<file path="src/rtl/psum_pkg.sv">
// Shared definitions for the psum scratchpad controller: default sizes,
// controller state encoding and signed saturation limits used when the
// adder is built with PSUM_SAT_EN.
package psum_pkg;

    localparam int PSUM_DEPTH = 24;
    localparam int PSUM_DW    = 16;
    localparam int PSUM_AW    = 5;

    typedef enum logic [2:0] {
        IDLE      = 3'd0,
        CLEAR     = 3'd1,
        ACC_WR    = 3'd2,
        DRAIN_RD  = 3'd3,
        DRAIN_OUT = 3'd4
    } psum_state_e;

    // Largest signed value representable in dw bits (+32767 for dw = 16).
    function automatic logic signed [31:0] psum_sat_max(input int dw);
        return 32'sh7FFF_FFFF >>> (32 - dw);
    endfunction

    // Smallest signed value representable in dw bits (-32768 for dw = 16).
    function automatic logic signed [31:0] psum_sat_min(input int dw);
        return 32'sh8000_0000 >>> (32 - dw);
    endfunction

endpackage

</file>
<file path="src/rtl/psum_adder.sv">
// Combinational psum update: old scratchpad value plus incoming partial sum.
// Build option: define PSUM_SAT_EN to clamp the signed result to the
// representable range; by default the sum wraps modulo 2^DW.
module psum_adder
    import psum_pkg::*;
#(
    parameter int DW = PSUM_DW
) (
    input  logic [DW-1:0] a,
    input  logic [DW-1:0] b,
    output logic [DW-1:0] sum
);

`ifdef PSUM_SAT_EN
    logic [DW:0] wide;

    // Sign-extended add; a disagreement between the top two bits means the
    // signed result left the DW-bit range, so clamp toward the overflow side.
    always_comb begin
        wide = {a[DW-1], a} + {b[DW-1], b};
        if (wide[DW] != wide[DW-1]) begin
            sum = wide[DW] ? DW'(psum_sat_min(DW)) : DW'(psum_sat_max(DW));
        end else begin
            sum = wide[DW-1:0];
        end
    end
`else
    // Two's-complement wrap: carry out of the top bit is discarded.
    always_comb begin
        sum = a + b;
    end
`endif

endmodule

</file>
<file path="src/rtl/psum_spad_ctrl.sv">
// Partial-sum scratchpad controller: clears, accumulates into, and drains a
// negedge-sampled scratchpad. Saturating accumulate is selected by defining
// PSUM_SAT_EN (see psum_adder); the default build wraps.
//
// state     | meaning
// ----------+-----------------------------------------------------------
// IDLE      | waiting; accepts clr_start > drain_start > accumulate
// CLEAR     | writing 0 to entry idx, one entry per cycle
// ACC_WR    | writing old value + registered data back to registered addr
// DRAIN_RD  | reading entry idx from the scratchpad
// DRAIN_OUT | presenting entry idx on the output stream until accepted
module psum_spad_ctrl
    import psum_pkg::*;
#(
    parameter int DEPTH = PSUM_DEPTH,
    parameter int DW    = PSUM_DW,
    parameter int AW    = PSUM_AW
) (
    input  logic          clk,
    input  logic          reset,
    input  logic [AW-1:0] cfg_num,
    input  logic          clr_start,
    input  logic          drain_start,
    input  logic          acc_valid,
    output logic          acc_ready,
    input  logic [AW-1:0] acc_addr,
    input  logic [DW-1:0] acc_data,
    output logic          out_valid,
    input  logic          out_ready,
    output logic [DW-1:0] out_data,
    output logic [AW-1:0] out_addr,
    output logic [AW-1:0] spad_addr,
    output logic          spad_we,
    output logic [DW-1:0] spad_din,
    input  logic [DW-1:0] spad_dout,
    output logic          busy,
    output logic          done,
    output logic          err_addr
);

    // Entry counts carry one extra bit so DEPTH = 2^AW would still fit.
    localparam logic [AW:0]   DEPTH_N = (AW + 1)'(DEPTH);
    localparam logic [AW:0]   ONE_N   = (AW + 1)'(1);
    localparam logic [AW-1:0] ONE_I   = AW'(1);

    psum_state_e   state_q, state_d;
    logic [AW-1:0] idx_q, idx_d;
    logic [AW:0]   num_q, num_d;
    logic [AW-1:0] addr_q, addr_d;
    logic [DW-1:0] data_q, data_d;
    logic [DW-1:0] out_data_q, out_data_d;
    logic [AW-1:0] out_addr_q, out_addr_d;
    logic          done_q, done_d;
    logic          err_q, err_d;

    logic [AW:0]   cfg_n;
    logic          idx_last;
    logic [DW-1:0] acc_sum;

    psum_adder #(.DW(DW)) u_adder (
        .a   (spad_dout),
        .b   (data_q),
        .sum (acc_sum)
    );

    // Zero or oversized entry counts fall back to the full scratchpad.
    always_comb begin
        cfg_n = {1'b0, cfg_num};
        if (cfg_num == '0 || cfg_n > DEPTH_N) begin
            cfg_n = DEPTH_N;
        end
    end

    assign idx_last  = ({1'b0, idx_q} == (num_q - ONE_N));
    assign busy      = (state_q != IDLE);
    assign done      = done_q;
    assign err_addr  = err_q;
    assign out_data  = out_data_q;
    assign out_addr  = out_addr_q;

    // Next-state, scratchpad port and handshake decode.
    always_comb begin
        state_d    = state_q;
        idx_d      = idx_q;
        num_d      = num_q;
        addr_d     = addr_q;
        data_d     = data_q;
        out_data_d = out_data_q;
        out_addr_d = out_addr_q;
        done_d     = 1'b0;
        err_d      = err_q;
        spad_addr  = '0;
        spad_we    = 1'b0;
        spad_din   = '0;
        acc_ready  = 1'b0;
        out_valid  = 1'b0;

        case (state_q)
            IDLE: begin
                acc_ready = !clr_start && !drain_start;
                if (clr_start) begin
                    num_d   = cfg_n;
                    idx_d   = '0;
                    state_d = CLEAR;
                end else if (drain_start) begin
                    num_d   = cfg_n;
                    idx_d   = '0;
                    state_d = DRAIN_RD;
                end else if (acc_valid) begin
                    // Read the old value now; the spad returns it by the next cycle.
                    spad_addr = acc_addr;
                    if ({1'b0, acc_addr} >= cfg_n) begin
                        err_d = 1'b1;
                    end else begin
                        num_d   = cfg_n;
                        addr_d  = acc_addr;
                        data_d  = acc_data;
                        state_d = ACC_WR;
                    end
                end
            end

            CLEAR: begin
                spad_we   = 1'b1;
                spad_addr = idx_q;
                spad_din  = '0;
                if (idx_last) begin
                    idx_d   = '0;
                    done_d  = 1'b1;
                    state_d = IDLE;
                end else begin
                    idx_d = idx_q + ONE_I;
                end
            end

            ACC_WR: begin
                spad_we   = 1'b1;
                spad_addr = addr_q;
                spad_din  = acc_sum;
                state_d   = IDLE;
            end

            DRAIN_RD: begin
                spad_addr  = idx_q;
                out_data_d = spad_dout;
                out_addr_d = idx_q;
                state_d    = DRAIN_OUT;
            end

            DRAIN_OUT: begin
                out_valid = 1'b1;
                if (out_ready) begin
                    if (idx_last) begin
                        idx_d   = '0;
                        done_d  = 1'b1;
                        state_d = IDLE;
                    end else begin
                        idx_d   = idx_q + ONE_I;
                        state_d = DRAIN_RD;
                    end
                end
            end

            default: begin
                state_d = IDLE;
            end
        endcase
    end

    // State and datapath registers with synchronous reset.
    always_ff @(posedge clk) begin
        if (reset) begin
            state_q    <= IDLE;
            idx_q      <= '0;
            num_q      <= DEPTH_N;
            addr_q     <= '0;
            data_q     <= '0;
            out_data_q <= '0;
            out_addr_q <= '0;
            done_q     <= 1'b0;
            err_q      <= 1'b0;
        end else begin
            state_q    <= state_d;
            idx_q      <= idx_d;
            num_q      <= num_d;
            addr_q     <= addr_d;
            data_q     <= data_d;
            out_data_q <= out_data_d;
            out_addr_q <= out_addr_d;
            done_q     <= done_d;
            err_q      <= err_d;
        end
    end

endmodule

</file>
<file path="config.mk">
export PLATFORM = sky130hd
export DESIGN_NAME = psum_spad_ctrl
export DESIGN_NICKNAME = d
export VERILOG_FILES = /design/src/rtl/psum_pkg.sv /design/src/rtl/psum_adder.sv /design/src/rtl/psum_spad_ctrl.sv
export SDC_FILE = /design/constraint.sdc
export NUM_CORES = 1
export LEC_CHECK = 0
export ABC_AREA = 1
export CAP_MARGIN = 20
export CORE_MARGIN = 5
export CORE_UTILIZATION = 40
export CTS_CLUSTER_DIAMETER = 200
export DETAILED_ROUTE_END_ITERATION = 7
export GPL_TIMING_DRIVEN = 1
export PLACE_DENSITY = 0.69
export SLEW_MARGIN = 20
export SYNTH_ARGS = -nofsm -noshare
export SYNTH_HDL_FRONTEND = slang
export SYNTH_SLANG_ARGS = --single-unit
</file>
<file path="constraint.sdc">
create_clock -name clk -period 2.8 [get_ports clk]
set_clock_uncertainty 0.05 [all_clocks]
set_input_delay 0.56 -clock clk [delete_from_list [all_inputs] [get_ports clk]]
set_output_delay 0.56 -clock clk [all_outputs]
set_load 0.02 [all_outputs]
</file>
==> run summary <==
status -> finished, final reports clean
Detail Route Antenna Nets -> 0
insertion delay to the later sink of the worst-skew pair -> 0.33 ns
hold_sp -> addr_q[3]
routed length per instance -> 15.6 um
max-cap violations -> 0
CP Capture Type -> primary output
maximum fanout along the worst path -> 3
Slew headroom -> 0.641
CTS buffer count -> 9
Reg area -> 1140 sq um
Worst-Margin Slew -> 0.537 ns
final worst-path cycle share -> 0.998
hold crit path type -> reg2reg
minimum clock period -> 2.80 ns
final setup TNS -> 0 ns
CP cell instances -> dlygate4sd2_1 > ha_1 > nand3_1 > nand2_2 > buf_4 > o21ai_0 > a21oi_1 > dlygate4sd2_1
DRC errors left -> 0
area of the multi-input gates -> 2330 sq um
kind of critical path -> in2out
IO Count -> 96
CTS tree -> done
syn_nets -> 568
Initial DRC Count -> 213
Bufs and invs on worst path -> 3
Area Growth Syn to Fin -> 56.5%
Routed WL -> 11900 um
first-pass GRT wire length -> 18500 um
CP required -> 2.19 ns
GPL Wtd Cong -> 0.944
CORE AREA -> 8260 sq um
Worst path top cell family by delay -> buffers and inverters
chip height -> 102 um
number of global-route vias before repair -> 3893
TritonRoute pass-1 iters -> 4
Reg clk slew, reported paths -> 0.07 ns
Vias/cell -> 5.19
R2R depth -> 12
# clock sinks -> 57
Starting Density -> 0.411
Max stage delay on crit path -> 0.34 ns
num rows -> 33
root buffer cell -> clkbuf_8
CTS max path bufs -> 2
Max Clock Freq -> 358 MHz
Mapped Area -> 3390 sq um
Slew Limit Fails -> 0
post-DP HPWL -> 8150 um
Clk pwr share -> 0.279
#FFs+latches synth -> 57
dpl ws -> -0.781 ns
post-synthesis cell count -> 497
final worst slack -> 0.00475 ns
gr usage total -> 0.224
die area -> 10400 sq um
H-tree levels -> 3
setup violators final -> 0
post-synthesis cell type count -> 38
crit path DAT -> 2.19 ns
LEAKAGE -> 2.50 nW
largest net degree at the start of global routing -> 26
R2R setup slack -> 0.91 ns
RR Startpoint -> num_q[0]
P_sw -> 0.913 mW
sequential fraction of the synthesis area -> 0.337
ANT cells -> 0
overall power -> 2.57 mW
RSZ-0062 raised after global routing -> yes
FFs w/ async S/R, synth -> 0
initial antenna violation count -> 0
worst reg2reg endpoint -> state_q[0]
VDD IR max -> 0.253 mV
Cell Int Power -> 1.66 mW
layout cells sized above 1 -> 0.258
total congestion overflow -> 0
Port Buffers -> 95
sw frac -> 0.355
routed vias -> 3946
Pwr Density -> 484 nW/um^2
Ys Warns -> 0
Hold Path Stages -> 2
number of enable flip-flop cells after synthesis -> 0
Seq pwr share -> 0.366
cell repeated most along the worst path -> dlygate4sd2_1
Non-Filler Instances -> 760
Mapped Avg Cell Area -> 6.82 sq um
Layout Nets -> 722
critical path startpoint category -> input port
placed instance count -> 734
Fillers -> 741
Logic pwr share -> 0.355
hold bufs inserted after CTS -> 0
WHS Endpoint -> addr_q[3]
final hold violations -> 0
die width -> 102 um
Critical Path Slowest Stage Cell -> dlygate4sd2_1
top_reg_cell synth -> dfxtp_1
## repair_timing
action	CTS	global route
pin swaps	14	26
endpoints found under the setup margin	22	47
resized for setup	121	58
buffers inserted	3	6
cloned	0	2
## state kept, by name (all words and copies together) (netlist names)
name,count
num_q,5
out_addr,5
out_data,16
idx_q,5
done,1
err_addr,1
addr_q,5
data_q,16
state_q,3
## per-stage QoR
| stage | hold slack, ns | util | area, sq um |
|---|---|---|---|
| after CTS | 0.421 | 0.622 | 5140 |
| after floorplan | 0.394 | - | 3390 |
| after global placement | 0.405 | 0.578 | 4770 |
| after detailed placement | 0.411 | 0.578 | 4770 |
| after global routing | 0.447 | 0.643 | 5310 |
| final | 0.419 | 0.643 | 5310 |
## power by group through the flow
| stage | clock (mW) | sequential, mW | combinational [mW] |
|---|---|---|---|
| finish | 0.717 | 0.939 | 0.913 |
| global route | 0.770 | 0.949 | 1.00 |
| CTS | 0.730 | 0.938 | 0.858 |
| detailed placement | 0 | 0.951 | 0.832 |
| global placement | 0 | 0.948 | 0.812 |
| floorplan | 0 | 0.959 | 0.454 |
## layer usage
layer,GRT usage,up-vias,routed length (um)
met5,0,-,0
met1,0.278,1836,5020
met3,0.0485,29,756
met2,0.376,129,5780
li1,-,1952,-
met4,0.0918,0,320
## cell families (layout without fill, tap and decap cells)
family | after synthesis | in the layout | synth area share
DFF | 57 | 57 | 0.337
xor gates and xnor gates | 6 | 6 | 0.0155
and+or+nand+nor | 233 | 233 | 0.293
buffers and inverters | 59 | 217 | 0.0764
AOI/OAI and AO/OA | 119 | 119 | 0.192
adders and majority gates | 23 | 23 | 0.0871
## cell type report
cell class | instances | share of cell area
clock buffer | 12 | 0.0311
clock inverter | 3 | 0.00283
inverter | 45 | 0.0332
multi-input combinational | 381 | 0.438
sequential | 57 | 0.215
tap | 105 | 0.0248
timing repair buffer | 157 | 0.255
## synth_stat cells (4+ instances only)
| cell type | count | area [sq um] |
|---|---|---|
| nor2_1 | 109 | 409 |
| nand2_1 | 80 | 300 |
| dfxtp_1 | 57 | 1140 |
| o21ai_0 | 57 | 285 |
| a21oi_1 | 40 | 200 |
| inv_1 | 40 | 150 |
| ha_1 | 22 | 275 |
| nand3_1 | 19 | 95.1 |
| o211ai_1 | 8 | 60.1 |
| clkbuf_1 | 6 | 22.5 |
| a211oi_1 | 5 | 37.5 |
| inv_2 | 5 | 18.8 |
| nor2_2 | 5 | 31.3 |
| xor2_1 | 5 | 43.8 |
| buf_6 | 4 | 45.0 |
## layout by cell type, fill, tap and decap left out, types with 4 or more instances in the layout
master,synthesis,layout
a21oi_1,40,28
nand2_2,1,7
o211ai_1,8,8
dlymetal6s2s_1,0,4
clkbuf_8,0,12
o21ai_0,57,49
dfxtp_1,57,57
dlygate4sd2_1,0,12
clkbuf_2,1,4
inv_2,5,6
o21ai_1,1,6
xor2_1,5,5
nor2_4,1,4
ha_1,22,9
nor2_1,109,102
buf_2,2,9
buf_4,1,65
a21oi_2,0,10
inv_1,40,38
ha_4,0,12
nor3_2,1,4
clkdlybuf4s50_1,0,58
a211oi_1,5,4
nand2_1,80,74
nor2_2,5,9
nand3_1,19,16
## worst max path at each step
stage | to | start | cells past startpoint | slack [ns]
5_1_grt | spad_din[3] | spad_dout[1] | 8 | -0.03
3_3_place_gp | spad_din[12] | spad_dout[0] | 11 | -0.76
4_1_cts | spad_din[15] | spad_dout[7] | 11 | 0.002
2_1_floorplan | spad_din[12] | spad_dout[0] | 9 | 0.27
3_5_place_dp | spad_din[14] | spad_dout[0] | 9 | -0.78
6_report | spad_din[3] | spad_dout[1] | 8 | 0.005
## tightest hold or removal path: stages (launching register included)
cell and delay [ns]:
dfxtp_1 0.31, nand2_1 0.06, a21oi_1 0.06
Power figures use the tool's default switching activity.
==> RTL change 1, RTL diff (same settings) <==
`PSUM_DW`: 16 -> 24.
--- a/src/rtl/psum_pkg.sv
+++ b/src/rtl/psum_pkg.sv
@@ -5,5 +5,5 @@
 
     localparam int PSUM_DEPTH = 24;
-    localparam int PSUM_DW    = 16;
+    localparam int PSUM_DW    = 24;
     localparam int PSUM_AW    = 5;
 
Interface: changed (resized acc_data, out_data, spad_din and spad_dout); port bits go from 96 to 128. The function was not compared with the original's and may differ.
==> RTL change 1 against the original RTL <==
The run now ends with setup timing left; total power increased by 74%; routed wire length increased by 52%; sequential cell count grew 16; worst setup slack worse by 26 ps; design area is 51% higher; combinational power up 100%; sequential power increased by 34%; maximum frequency is 0.92% lower; clock power is 87% higher; area after synthesis is 37% higher; utilization is 6.1 points higher; via count up 46%; critical path depth is 3 higher.
==> RTL change 1: results (changes against the original RTL) <==
outcome:
  status: "complete, but fails checks"
  violations: "setup timing"
yosys:
  synthTopCellsByCount: "nor2_1, nand2_1, o21ai_0, dfxtp_1, inv_1"
  synth_fp_nets: 814  # +43%
  yosysUniqueCellTypes: 36  # -5.3%
  yosys-top-cells-area: "dfxtp_1, nor2_1, nand2_1"
  synth_seq_area_share_pct: 31.5  # -2.1 points
worst_setup_path:
  regToRegSetupSlack_ps: 850  # -60 ps
  critPathMaxStageDelay_ps: 390  # +50 ps
  regToRegEndpoint: "state_q[1]$_SDFFE_PP0P_"
  cp_data_arrival_time_ps: 2210  # +20 ps
  critPathTopFamily: "adder cells"
  setup.worst_path.start_class: "register"
  slowest_stage: "fa_2"
global_route:
  met3_usage_pct: 3.94  # -0.91 points
  track_usage_pct: 23.7  # +1.3 points
  met1_usage_pct: 28.5  # +0.65 points
  grt_max_degree: 30  # +15%
  grt_pass1_wl_um: 27400  # +48%
  gr-usage-met2_pct: 41.5  # +3.9 points
placement:
  dpl.hpwl_um: 12600  # +55%
  dp_slack_ps: -1130  # -350 ps
  routabilityCongestion: 0.919  # -2.7%
  port-buffer-count: 127  # +34%
pwr:
  internal_power_w: 0.00284  # +71%
  p_leak_nw: 3.69  # +48%
  ir_drop_mv: 0.484  # +92%
hold_path:
  hold_end: "out_addr[3]$_SDFFE_PP0P_"
  holdCritStartpoint: "out_addr[3]$_SDFFE_PP0P_"
cells_and_area:
  final_nets: 1046  # +45%
sta:
  fin_hold_ws_ps: 413  # -6.48 ps
  fin_ws_ps: -21.2  # -26.0 ps
  slew_headroom_pct: 73.1  # +9.0 points
  setup_viol: 1  # +1
routing:
  drtIter0Drc: 266  # +25%
  wl_um: 18000  # +52%
  first_pass_iters: 7  # +3
  num_vias: 5761  # +46%
clock_tree:
  cts_root_buf: "clkbuf_16"
RTL change 1: cell families (layout without fill, tap and decap cells):
kind of cell	count (synthesis)	after routing	share of synthesized area, %
AND/OR/NAND/NOR	361	361	32.2
flip-flops	73	73	31.5
adder cells (fa/ha/maj)	31	31	8.52
buffers and inverters	87	324	8.01
AO/OA/AOI/OAI	164	164	19.2
XOR/XNOR	3	3	0.567
RTL change 1: power by group through the flow:
stage                     logic (W)  clock network, W  registers, W
after CTS                   0.00167           0.00134       0.00125
after global routing        0.00203           0.00140       0.00127
after floorplan            0.000841                 0       0.00129
after global placement      0.00156                 0       0.00126
after detailed placement    0.00158                 0       0.00126
final                       0.00187           0.00134       0.00126
RTL change 1: final cells by class:
type                            instances  area share (%)
Clock buffer                           10            2.86
Clock inverter                          6            1.42
Inverter                               67            3.36
Multi-Input combinational cell        559            45.5
Sequential cell                        73            18.3
Tap cell                              143            2.24
Timing Repair Buffer                  239            26.1
Timing Repair inverter                  2           0.219
RTL change 1: repair_timing:
action	4_1_cts	5_1_grt
buffers inserted	6	10
pin swaps	45	56
gates cloned	0	5
setup endpoints to repair	59	59
hold endpoints to repair	0	0
resized for setup	241	141
RTL change 1: worst max path at each step:
stage	start	to	cells past startpoint
final	data_q[0]$_SDFFE_PP0P_	spad_din[14]	11
after global routing	data_q[0]$_SDFFE_PP0P_	spad_din[22]	13
after CTS	spad_dout[13]	spad_din[22]	12
after detailed placement	spad_dout[0]	spad_din[12]	14
after global placement	spad_dout[0]	spad_din[12]	14
after floorplan	spad_dout[0]	spad_din[12]	11
RTL change 1: metrics by stage:
step                      cell area [sq um]  util [%]  cells  setup TNS, ps
after floorplan                        4650         -    719          -11.1
after global placement                 6690      58.8   1063         -28430
after detailed placement               6690      58.8   1063         -33740
after CTS                              7460      65.6   1084          -50.7
after global routing                   8000      70.4   1099          -1180
final                                  8000      70.4   1099          -21.2
RTL change 1: worst min-delay path, stage by stage, from the launching register on:
cell,delay (ps)
dfxtp_1,310
nand2_1,60
a21oi_1,50
RTL change 1: routing by layer:
layer / routed length (um) / up-vias / share of wire [%]
met5: 0 / - / 0
met4: 673 / 0 / 3.7
li1: - / 2834 / -
met1: 7400 / 2679 / 41
met3: 959 / 44 / 5.3
met2: 8990 / 204 / 50
==> RTL change 2, RTL diff (same settings) <==
Made on the original files. Reset style: asynchronous (`reset`), changed in one clocked block. Comments in the files are not updated.
--- a/src/rtl/psum_spad_ctrl.sv
+++ b/src/rtl/psum_spad_ctrl.sv
@@ -169,5 +169,5 @@
 
     // State and datapath registers with synchronous reset.
-    always_ff @(posedge clk) begin
+    always_ff @(posedge clk or posedge reset) begin
         if (reset) begin
             state_q    <= IDLE;
Function: differs if reset is asserted again (counterexample within 4 cycles, from zero or initial values and one cycle with reset high); with reset held inactive, the same outputs for 10 cycles.
==> RTL change 2 against the original RTL <==
The flow now finishes with violations (setup timing); register-to-register slack gained 40 ps; synthesized cell count shrank 7.2%; die area grew 5.8%; sequential cell count is the same; count of clock-buffer cells in the layout shrank 1; maximum frequency shrank 1.6%; utilization shrank 1.4 points; design area grew 3.8%; worst setup slack lost 46 ps; area after synthesis grew 6.5%; routed wire length shrank 6.9%.
Power is not compared: it rests on default switching activity, and its combinational part moved more than twofold at a synthesized area within 25%.
==> RTL change 2: results (changes against the original RTL) <==
yosys:
  synth_seq_area_share_pct: 39.6  # +5.9 points
  async_flop_share_pct: 100  # +100 points
  yosys-top-cells-area: "dfrtp_1, nand2_1, ha_1"
  synth_fp_nets: 532  # -6.3%
  synth_flop_cell: "dfrtp_1"
  yosysUniqueCellTypes: 37  # -2.6%
  synth_area_per_cell_sq_um: 7.83  # +15%
  yosysWarnings: 0  # unchanged
  synthTopCellsByCount: "nand2_1, dfrtp_1, inv_1, nand3_1, nor2_1"
worst_setup_path:
  cp_data_arrival_time_ps: 2230  # +40 ps
  critPathMaxFanout: 2  # -1
  critPathMaxStageDelay_ps: 350
  timing.rr.start: "num_q[0]$_DFFE_PP0P_"
  regToRegEndpoint: "state_q[1]$_DFFE_PP0P_"
  regToRegSetupSlack_ps: 950  # +40 ps
  slowest_stage: "fa_2"
  worstRegToRegCells: 12  # unchanged
placement:
  place_area_sq_um: 5000  # +4.8%
  placedCellCount: 701  # -4.5%
  routabilityCongestion: 0.819  # -13%
  dpl.hpwl_um: 7800  # -4.4%
  port-buffer-count: 95  # unchanged
hold_path:
  hold_depth: 1  # -1
  holdCritStartpoint: "err_addr$_DFFE_PP0P_"
  hold_end: "err_addr$_DFFE_PP0P_"
  hold_class: "register to register"
cells_and_area:
  antenna_cells: 0  # unchanged
  fin_cells: 720  # -5.3%
  layout-drive-gt1-share_pct: 27.0  # +1.2 points
  fillers: 749  # +1.1%
  final_nets: 678  # -6.1%
clock_tree:
  cts_buffers: 9  # unchanged
  cts_buffer_depth: 2  # unchanged
  path_clk_slew_ps: 70  # about the same
  cts_max_level: 3  # unchanged
  cts_root_buf: "clkbuf_8"
  clk_latency_ps: 340
routing:
  drtIter0Drc: 128  # -40%
  routedWlPerCell_um: 15.4  # -1.7%
  viasPerCell: 5.26  # +1.4%
  first_pass_iters: 4  # unchanged
global_route:
  antenna_found_initial: 0  # unchanged
  grt_max_degree: 33  # +27%
  grt_pass1_wl_um: 18100  # -2.0%
  grt_pass1_vias: 3762  # -3.4%
  track_usage_pct: 19.7  # -2.6 points
outcome:
  status: "complete, but fails checks"
  violations: "setup timing"
sta:
  slew_headroom_pct: 59.7  # -4.4 points
  fin_ws_ps: -41.3  # -46.0 ps
  setup_viol: 3  # +3
pwr:
  p_leak_nw: 2.65
  ir_drop_mv: 0.398
## RTL change 2: cell types whose count changed after synthesis, moves of 4 or more
cell / unedited run / this run
o21ai_0: 57 / 30
nand2_1: 80 / 128
dfxtp_1: 57 / 0
nand3_1: 19 / 38
a21oi_1: 40 / 24
mux2_2: 0 / 14
clkbuf_1: 6 / 1
dfrtp_1: 0 / 55
nand2_2: 1 / 5
nor2_1: 109 / 38
a211oi_1: 5 / 0
## RTL change 2: worst max-delay path: cells and delay by family
family	cells	cell delay (ps)
adders and majority gates	2	540
and+or+nand+nor	4	340
AOI/OAI and AO/OA	3	350
buffers and inverters	3	420
## RTL change 2: metal layers
layer	track usage, %	wire length, um
met1	24.7	4660
met2	34.1	5550
met3	3.88	661
met4	6.39	191
met5	0	0
## RTL change 2: worst max-delay path by stage
stage                  from      endpoint  depth (start not counted)
3_5_place_dp   spad_dout[0]  spad_din[12]                         11
5_1_grt        spad_dout[1]   spad_din[9]                         12
2_1_floorplan  spad_dout[0]  spad_din[12]                          9
4_1_cts        spad_dout[0]  spad_din[12]                         12
6_report       spad_dout[0]  spad_din[12]                         12
3_3_place_gp   spad_dout[0]  spad_din[12]                         11
## RTL change 2: kinds of logic (layout without fill, tap and decap cells)
group                      after synthesis  after routing  synth area share (%)
DFF                                     57             57                  39.6
xor gates and xnor gates                 7              7                  1.70
AOI/OAI and AO/OA                       75             75                  11.9
muxes                                   16             16                  4.99
adders and majority gates               23             23                  8.18
and+or+nand+nor                        229            229                  27.7
buffers and inverters                   54            205                  6.00
## RTL change 2: per-stage QoR
step                hold WS (ps)  setup TNS [ps]  util, %  total power, W  setup WS, ps
global placement             400          -12620     57.0         0.00449          -830
floorplan                    396               0        -         0.00329           155
CTS                          429           -73.1     61.4         0.00558         -73.1
global route                 434            -668     62.9         0.00620          -122
finish                       418           -83.4     62.9         0.00578         -41.3
detailed placement           414          -15180     57.0         0.00457          -887
## RTL change 2: layout make-up
class	count	area share (%)
inverter	47	3.25
tap	108	2.45
clock buffer	11	2.57
clock inverter	5	0.999
sequential	57	25.9
multi-input combinational	350	41.5
timing repair buffer	142	23.3
## RTL change 2: where the power goes
group | internal, W | leakage [nW] | switching (W)
registers | 0.00120 | 0.711 | 0.000280
logic | 0.00160 | 1.84 | 0.00192
clock network | 0.000432 | 0.0953 | 0.000355
## RTL change 2: timing repair
item,in CTS,in global routing
setup buffers,1,2
gates resized for setup,112,44
pin swaps,22,22
endpoints found under the setup margin,20,40
hold buffers,0,0
